### src/rtl/ripemd160_pkg.sv
// Shared RIPEMD-160 types, IV constants and word helpers.
// Used by ripemd160_combine and ripemd160_edge_capture.
package ripemd160_pkg;

    localparam logic [31:0] IV0 = 32'h67452301;
    localparam logic [31:0] IV1 = 32'hefcdab89;
    localparam logic [31:0] IV2 = 32'h98badcfe;
    localparam logic [31:0] IV3 = 32'h10325476;
    localparam logic [31:0] IV4 = 32'hc3d2e1f0;

    typedef logic [159:0] rmd_res_t;

    typedef enum logic {
        ST_WAIT = 1'b0,
        ST_OUT  = 1'b1
    } rmd_state_t;

    function automatic logic [31:0] get_a(input rmd_res_t x);
        return x[159:128];
    endfunction

    function automatic logic [31:0] get_b(input rmd_res_t x);
        return x[127:96];
    endfunction

    function automatic logic [31:0] get_c(input rmd_res_t x);
        return x[95:64];
    endfunction

    function automatic logic [31:0] get_d(input rmd_res_t x);
        return x[63:32];
    endfunction

    function automatic logic [31:0] get_e(input rmd_res_t x);
        return x[31:0];
    endfunction

    function automatic logic [31:0] bswap32(input logic [31:0] x);
        return {x[7:0], x[15:8], x[23:16], x[31:24]};
    endfunction

endpackage

### src/rtl/ripemd160_edge_capture.sv
// Rising-edge capture of one compression line's result,
// with a pending flag and sticky overflow on a double capture.
module ripemd160_edge_capture
    import ripemd160_pkg::*;
(
    input  logic     clk,
    input  logic     rst_n,
    input  logic     i_valid,
    input  rmd_res_t i_data,
    input  logic     i_clr,
    output logic     o_cap,
    output logic     o_flag,
    output rmd_res_t o_data,
    output logic     o_err
);

    logic     r_prev;
    logic     r_flag;
    logic     r_err;
    rmd_res_t r_data;
    logic     w_edge;

    assign w_edge = i_valid & ~r_prev;
    assign o_cap  = w_edge & ~r_flag;
    assign o_flag = r_flag;
    assign o_data = r_data;
    assign o_err  = r_err;

    always_ff @(posedge clk or negedge rst_n) begin
        if (!rst_n) begin
            r_prev <= 1'b0;
            r_flag <= 1'b0;
            r_err  <= 1'b0;
            r_data <= '0;
        end else begin
            r_prev <= i_valid;
            if (o_cap)
                r_data <= i_data;
            // A capture consumed in the same cycle as the clear leaves no flag.
            if (i_clr)
                r_flag <= 1'b0;
            else if (o_cap)
                r_flag <= 1'b1;
            if (w_edge & r_flag)
                r_err <= 1'b1;
        end
    end

endmodule

### src/rtl/ripemd160_combine.sv
// RIPEMD-160 final combine of left/right lines into a byte-swapped digest.
// Define RIPEMD160_COMBINE_CHAIN_EN for multi-block chaining of H.
module ripemd160_combine
    import ripemd160_pkg::*;
(
    input  logic           clk,
    input  logic           rst_n,
    input  logic           l_valid,
    input  logic [159:0]   l_data,
    input  logic           l_last,
    input  logic           r_valid,
    input  logic [159:0]   r_data,
    output logic           o_valid,
    input  logic           o_ready,
    output logic [159:0]   digest,
    output logic           busy,
    output logic           err
);

    rmd_state_t r_state;
    rmd_state_t w_state_nxt;

    logic     w_l_cap, w_l_flag, w_l_err;
    logic     w_r_cap, w_r_flag, w_r_err;
    rmd_res_t w_l_hold, w_r_hold;
    rmd_res_t w_l, w_r;
    logic     w_go, w_hs;

    logic [31:0] w_hc [5];
    logic [31:0] w_h  [5];
    logic [31:0] r_sum [5];

    ripemd160_edge_capture u_left (
        .clk     (clk),
        .rst_n   (rst_n),
        .i_valid (l_valid),
        .i_data  (l_data),
        .i_clr   (w_go),
        .o_cap   (w_l_cap),
        .o_flag  (w_l_flag),
        .o_data  (w_l_hold),
        .o_err   (w_l_err)
    );

    ripemd160_edge_capture u_right (
        .clk     (clk),
        .rst_n   (rst_n),
        .i_valid (r_valid),
        .i_data  (r_data),
        .i_clr   (w_go),
        .o_cap   (w_r_cap),
        .o_flag  (w_r_flag),
        .o_data  (w_r_hold),
        .o_err   (w_r_err)
    );

    // Same-cycle captures bypass the holding register into the combine.
    assign w_l = w_l_cap ? l_data : w_l_hold;
    assign w_r = w_r_cap ? r_data : w_r_hold;

    assign w_go = (r_state == ST_WAIT)
                & (w_l_flag | w_l_cap)
                & (w_r_flag | w_r_cap);
    assign w_hs = o_valid & o_ready;

    assign w_h[0] = w_hc[1] + get_c(w_l) + get_d(w_r);
    assign w_h[1] = w_hc[2] + get_d(w_l) + get_e(w_r);
    assign w_h[2] = w_hc[3] + get_e(w_l) + get_a(w_r);
    assign w_h[3] = w_hc[4] + get_a(w_l) + get_b(w_r);
    assign w_h[4] = w_hc[0] + get_b(w_l) + get_c(w_r);

    always_comb begin
        w_state_nxt = r_state;
        unique case (r_state)
            ST_WAIT: if (w_go) w_state_nxt = ST_OUT;
            ST_OUT:  if (w_hs) w_state_nxt = ST_WAIT;
            default: w_state_nxt = ST_WAIT;
        endcase
    end

    always_ff @(posedge clk or negedge rst_n) begin
        if (!rst_n) begin
            r_state <= ST_WAIT;
            for (int i = 0; i < 5; i++)
                r_sum[i] <= '0;
        end else begin
            r_state <= w_state_nxt;
            if (w_go)
                for (int i = 0; i < 5; i++)
                    r_sum[i] <= w_h[i];
        end
    end

`ifdef RIPEMD160_COMBINE_CHAIN_EN
    logic        r_last_hold;
    logic        r_last_blk;
    logic [31:0] r_hc [5];

    always_ff @(posedge clk or negedge rst_n) begin
        if (!rst_n) begin
            r_last_hold <= 1'b0;
            r_last_blk  <= 1'b0;
            r_hc[0]     <= IV0;
            r_hc[1]     <= IV1;
            r_hc[2]     <= IV2;
            r_hc[3]     <= IV3;
            r_hc[4]     <= IV4;
        end else begin
            if (w_l_cap)
                r_last_hold <= l_last;
            if (w_go)
                r_last_blk <= w_l_cap ? l_last : r_last_hold;
            if (w_hs) begin
                if (r_last_blk) begin
                    r_hc[0] <= IV0;
                    r_hc[1] <= IV1;
                    r_hc[2] <= IV2;
                    r_hc[3] <= IV3;
                    r_hc[4] <= IV4;
                end else begin
                    for (int i = 0; i < 5; i++)
                        r_hc[i] <= r_sum[i];
                end
            end
        end
    end

    assign w_hc = r_hc;
`else
    logic w_unused_last;
    assign w_unused_last = l_last;

    assign w_hc[0] = IV0;
    assign w_hc[1] = IV1;
    assign w_hc[2] = IV2;
    assign w_hc[3] = IV3;
    assign w_hc[4] = IV4;
`endif

    assign o_valid = (r_state == ST_OUT);
    assign digest  = {bswap32(r_sum[0]), bswap32(r_sum[1]),
                      bswap32(r_sum[2]), bswap32(r_sum[3]),
                      bswap32(r_sum[4])};
    assign busy    = w_l_flag | w_r_flag | o_valid;
    assign err     = w_l_err | w_r_err;

endmodule

### config.mk
export PLATFORM = sky130hd
export DESIGN_NAME = ripemd160_combine
export DESIGN_NICKNAME = d
export VERILOG_FILES = /design/src/rtl/ripemd160_pkg.sv /design/src/rtl/ripemd160_edge_capture.sv /design/src/rtl/ripemd160_combine.sv
export SDC_FILE = /design/constraint.sdc
export NUM_CORES = 1
export LEC_CHECK = 0
export ABC_CLOCK_PERIOD_IN_PS = 8600
export CAP_MARGIN = 20
export CORE_MARGIN = 4
export CORE_UTILIZATION = 58
export CTS_BUF_LIST = sky130_fd_sc_hd__clkbuf_16
export CTS_CLUSTER_SIZE = 25
export DETAILED_ROUTE_END_ITERATION = 6
export PLACE_DENSITY = 0.86
export SLEW_MARGIN = 20
export SYNTH_ARGS = -nofsm -noshare
export SYNTH_HDL_FRONTEND = slang
export SYNTH_SLANG_ARGS = --single-unit
export TNS_END_PERCENT = 20
### constraint.sdc
create_clock -name clk -period 8.6 [get_ports clk]
set_input_delay 1.72 -clock clk [delete_from_list [all_inputs] [get_ports clk]]
set_output_delay 1.72 -clock clk [all_outputs]
set_load 0.03 [all_outputs]
### Word level (Yosys, flattened, before mapping)

Index checks and enable logic that the tools add are counted.
W data, S select, Z words.

* output and inout port bits: 163
* bits in read-only memories: 0
* bits of input ports: 326
* bits in writable memories: 0
* register bits: 487
* memories: 0
* latch bits: 0

* reduce and logical (&&, ||, !) cells: 2
* muxes and demuxes: 9
* $add $sub $neg: 10
* bitwise operators: 19
* equal/unequal tests: 0
* shifts and indexed selects: 0
* $mul: 0
* divide/modulo/power cells: 0
* order comparisons: 0

Operators by type and width (count)
* $mux W160: 2
* $add A32 B32 Y32: 5
* $add A32 B32 Y32 const A: 3
* $add A29 B32 Y32 const A: 1
* $add A31 B32 Y32 const A: 1
* $and A1 B1 Y1: 9
* $mux W1: 6
* $not A1 Y1: 5
* $or A1 B1 Y1: 5
* $reduce_bool A2 Y1: 2
* $pmux W1 S2: 1

### Depth between registers and ports, before layout

* depth after elaboration: 8
* depth in mapped cells: 20
* depth with buffers taken out: 17

### Modules after synthesis

A second synthesis with hierarchy kept.

* cells, all modules: 2926
* area total of the unflattened synthesis: 32367.3 um^2

By module, submodules not included
* ripemd160_combine: times used 1, cells an instance 2234, area an instance 19339.8 um^2
* ripemd160_edge_capture: times used 2, cells an instance 346, area an instance 6513.7 um^2

### Worst setup path after synthesis

Ideal clock, no wire load.

* path type: input -> register
* start point: in l_valid
* end point: reg r_sum, in the netlist digest[133]
* stages on the path: 18
* slack: 2677 ps
* required time: 8476 ps
* setup time: 124 ps
* arrival time: 5799 ps
* cells stage by stage: nor2b_1 -> nor2b_1 -> buf_2 -> clkbuf_1 -> clkbuf_1 -> mux2_2 -> ha_1 -> ha_1 -> fa_1 -> a211oi_1 -> o21ai_1 -> a21oi_2 -> o21ai_2 -> a221oi_4 -> o21ai_1 -> a31oi_1 -> nor4b_1 -> a211o_1

* word-level cells in the longest chain between the ends: 5
* elaborated cells on any way between the ends: 8

RTL lines
* start: declaration: RTL line ripemd160_combine.sv:8 `input logic l_valid,`
* $and A1 B1 Y1: RTL line ripemd160_edge_capture.sv:23 `assign w_edge = i_valid & ~r_prev;`
* $and A1 B1 Y1: RTL line ripemd160_edge_capture.sv:24 `assign o_cap = w_edge & ~r_flag;`
* $mux W160
* net w_l[65]: RTL line ripemd160_combine.sv:26 `rmd_res_t w_l, w_r;`
* $add A32 B32 Y32 (2 in series): RTL line ripemd160_combine.sv:66 `assign w_h[0] = w_hc[1] + get_c(w_l) + get_d(w_r);`
* end signal: indexed assignment: RTL line ripemd160_combine.sv:90 `r_sum[i] <= w_h[i];`
* end: declaration: RTL line ripemd160_combine.sv:31 `logic [31:0] r_sum [5];`

The timed path passes the listed nets, and every way through them passes these cells.
A chain may end at the register's enable or synchronous reset.

### Final worst setup path

* start point: in l_valid
* end point: reg r_sum, in the netlist digest[39]

* word-level cells in the longest chain between the ends: 5
* elaborated cells on any way between the ends: 8

RTL lines
* $and A1 B1 Y1: RTL line ripemd160_edge_capture.sv:23
* $and A1 B1 Y1: RTL line ripemd160_edge_capture.sv:24
* $mux W160
* net w_l[129]: RTL line ripemd160_combine.sv:26
* $add A32 B32 Y32 (2 in series): RTL line ripemd160_combine.sv:69 `assign w_h[3] = w_hc[4] + get_a(w_l) + get_b(w_r);`

The timed path passes the listed nets, and every way through them passes these cells.

==> metrics <==
clock period minus worst slack=6.572 ns; count of buffers from port buffering=487; grt total ovfl=0; Die Footprint=52280 sq um; DRT Pass-1 Iters=6; top-count cell post-synth=dfrtp_1; gr usage total=28.47%; layout cells sized above 1=11.97%; Synth top area share=43.16%; vias in the first global route=23264; Die X=228.6 microns; core footprint=47950 sq um; Worst Setup Path Type=input port to flop; worst slew pin tran=0.9932 ns; clock sink total=487; Layout Nets=3800; CTS resizes=0; final wirelength=76470 microns; Synthesized Nets=3326; gpl congestion=0.9506; area of the multi-input gates=14460 sq um; synth top area cells=dfrtp_1, ha_1, mux2_2, inv_1, o21ai_0; dpl hpwl=56400 microns; via density per instance=5.706; RSZ-0062 raised after global routing=false; Post-DRT Antenna Nets=0; drt wl/cell=19.88 microns; Hold Vio Cnt, Final=0; Register Area=12190 sq um; CP max FO=59; post-synthesis sequential area ratio=43.16%; largest net degree at the start of global routing=168; H-tree levels=2; CP Data Arrival Time=7.02 ns; Yosys reg bits=487; First DRT Iteration DRCs=1355; CTS tree=built; worst-skew pair later-pin latency=0.59 ns; Commonest cells post-synth=dfrtp_1, inv_1, ha_1; first-pass GRT wire length=121000 microns; Yosys top cell by area=dfrtp_1; Reg clk slew, reported paths=0.06 ns; fraction of registers with async set or reset after synthesis=100.0%; Final Util=74.27%; initial antenna violation count=35; Final setup viols=0; number of synthesized flops with an enable pin=0; status=complete, no violations; CTS Buf Count=53; number of fillers in the final layout=3270; Post-CTS Hold Fix Bufs=0; initial core utilization=58.89%; Max-Cap Viols=0; Syn Area/Cell=10.50 sq um; WP data required=9.05 ns; endpoint class of the critical path=flop; Post-Syn Area=28240 sq um; TNS Setup=0 ns; post-CTS setup buffers=0; Slew Limit Fails=0; synth unique cells=87; Most used DFF post-synth=dfrtp_1; maximum clock frequency=0.1522 GHz; Site Rows=80; Worst Setup Start Kind=input port; Vias=21945; period utilization=76.41%; I/O Pins=489; DR DRC count=0; Root Driver=clkbuf_16; Yosys Warn Count=0; die height=228.6 microns; Synth Instances=2690; Max Buffers Root-to-Sink=3; Area Overhead vs Synth=26.11%; relative max-transition margin=33.79%; HP Class=flop to flop; Layout Skew=0.01212 ns
==> placed cells by master (no fill, tap or decap), types with 6 or more instances in the layout <==
master | synthesis | routed
bufinv_16 | 0 | 8
o21ai_1 | 12 | 12
nand4_1 | 17 | 17
mux2i_1 | 86 | 86
a31oi_1 | 15 | 15
buf_4 | 1 | 15
o211ai_1 | 11 | 11
nand4b_1 | 8 | 8
nor2_1 | 60 | 60
nor3b_1 | 6 | 6
o21a_1 | 8 | 8
nor2b_1 | 12 | 10
xor2_1 | 60 | 60
inv_1 | 339 | 345
diode_2 | 0 | 30
a21oi_1 | 129 | 129
clkinv_2 | 0 | 7
or3_1 | 7 | 7
a211oi_1 | 14 | 14
o31ai_1 | 11 | 11
clkdlybuf4s50_1 | 0 | 486
clkbuf_16 | 0 | 55
xnor2_1 | 70 | 70
nand2_1 | 240 | 240
clkinv_1 | 0 | 12
and3_1 | 10 | 10
nand2b_1 | 12 | 12
a21o_1 | 83 | 83
ha_1 | 305 | 305
nor3_1 | 20 | 19
nand3_1 | 25 | 25
o21bai_1 | 19 | 19
o21ai_0 | 182 | 181
mux2_2 | 238 | 238
dfrtp_1 | 487 | 487
==> kinds of logic after synthesis <==
family / Yosys count / share of synthesized area, %
xor+xnor: 134 / 4.360
fa+ha+maj: 310 / 13.87
compound gates: 560 / 13.01
flops: 487 / 43.16
buf+inv: 427 / 5.738
simple gates: 447 / 7.271
mux: 325 / 12.59
==> worst max-delay path, cell delays in order <==
cell             delay, ns
clkdlybuf4s50_1       0.53
nor2b_1               0.37
nor2b_4               0.51
buf_12                0.40
mux2_2                0.40
ha_1                  0.30
ha_1                  0.24
fa_1                  0.49
a21oi_2               0.18
o2111ai_2             0.22
a211oi_2              0.39
o41ai_2               0.17
a221oi_2              0.39
a211oi_2              0.15
a31oi_1               0.27
xnor2_1               0.16
o21ai_1               0.07
==> flip-flops by register name (all words and copies together) (netlist names), named ones only <==
name and cells:
digest 160, u_left.o_data 155, u_right.o_data 137, o_valid 1, u_left.o_err 1, u_left.o_flag 1, u_left.r_prev 1, u_right.o_err 1
u_right.o_flag 1, u_right.r_prev 1
==> area by class of cell <==
class                           count  area share (%)
Multi-Input combinational cell   1776           40.61
Sequential cell                   487           34.22
Timing Repair Buffer              507           14.30
Clock buffer                       55           3.865
Inverter                          339           3.573
Tap cell                          615           2.161
Clock inverter                     37           1.054
Antenna cell                       30          0.2108
==> worst paths after layout <==
kind / start / end / slack (ns) / cells past startpoint
setup / recovery: l_valid / digest[39] / 2.03 / 17
hold / removal: u_right.o_err / u_right.o_err / 0.45 / 1
setup reg to reg: u_left.r_prev / digest[39] / 3.37 / 16
hold reg to reg: u_right.o_err / u_right.o_err / 0.45 / 1
max in group asynchronous: rst_n / u_right.o_data[34] / 5.41 / 3
min in group asynchronous: rst_n / u_left.o_data[67] / 1.11 / 1
==> stage by stage <==
stage / worst slack, ns / area, sq um / std cells / hold WS, ns
2_1_floorplan: 2.677 / 28240 / 2690 / 0.4198
3_3_place_gp: 1.577 / 33780 / 3724 / 0.4337
3_5_place_dp: 1.436 / 33780 / 3724 / 0.4410
4_1_cts: 2.026 / 35530 / 3816 / 0.4552
5_1_grt: 1.767 / 35600 / 3844 / 0.4876
6_report: 2.028 / 35610 / 3846 / 0.4494
==> metal layers <==
metal	wire, microns	vias up	track usage, %
met1	30040	10680	34.00
met5	92	-	0
met3	5225	196	6.692
met4	3536	14	14.64
li1	-	10260	-
met2	37580	795	48.20
Power is left out: the tool's default activity adds up to more than one toggle a clock period on the data nets, which glitch-free logic cannot reach.
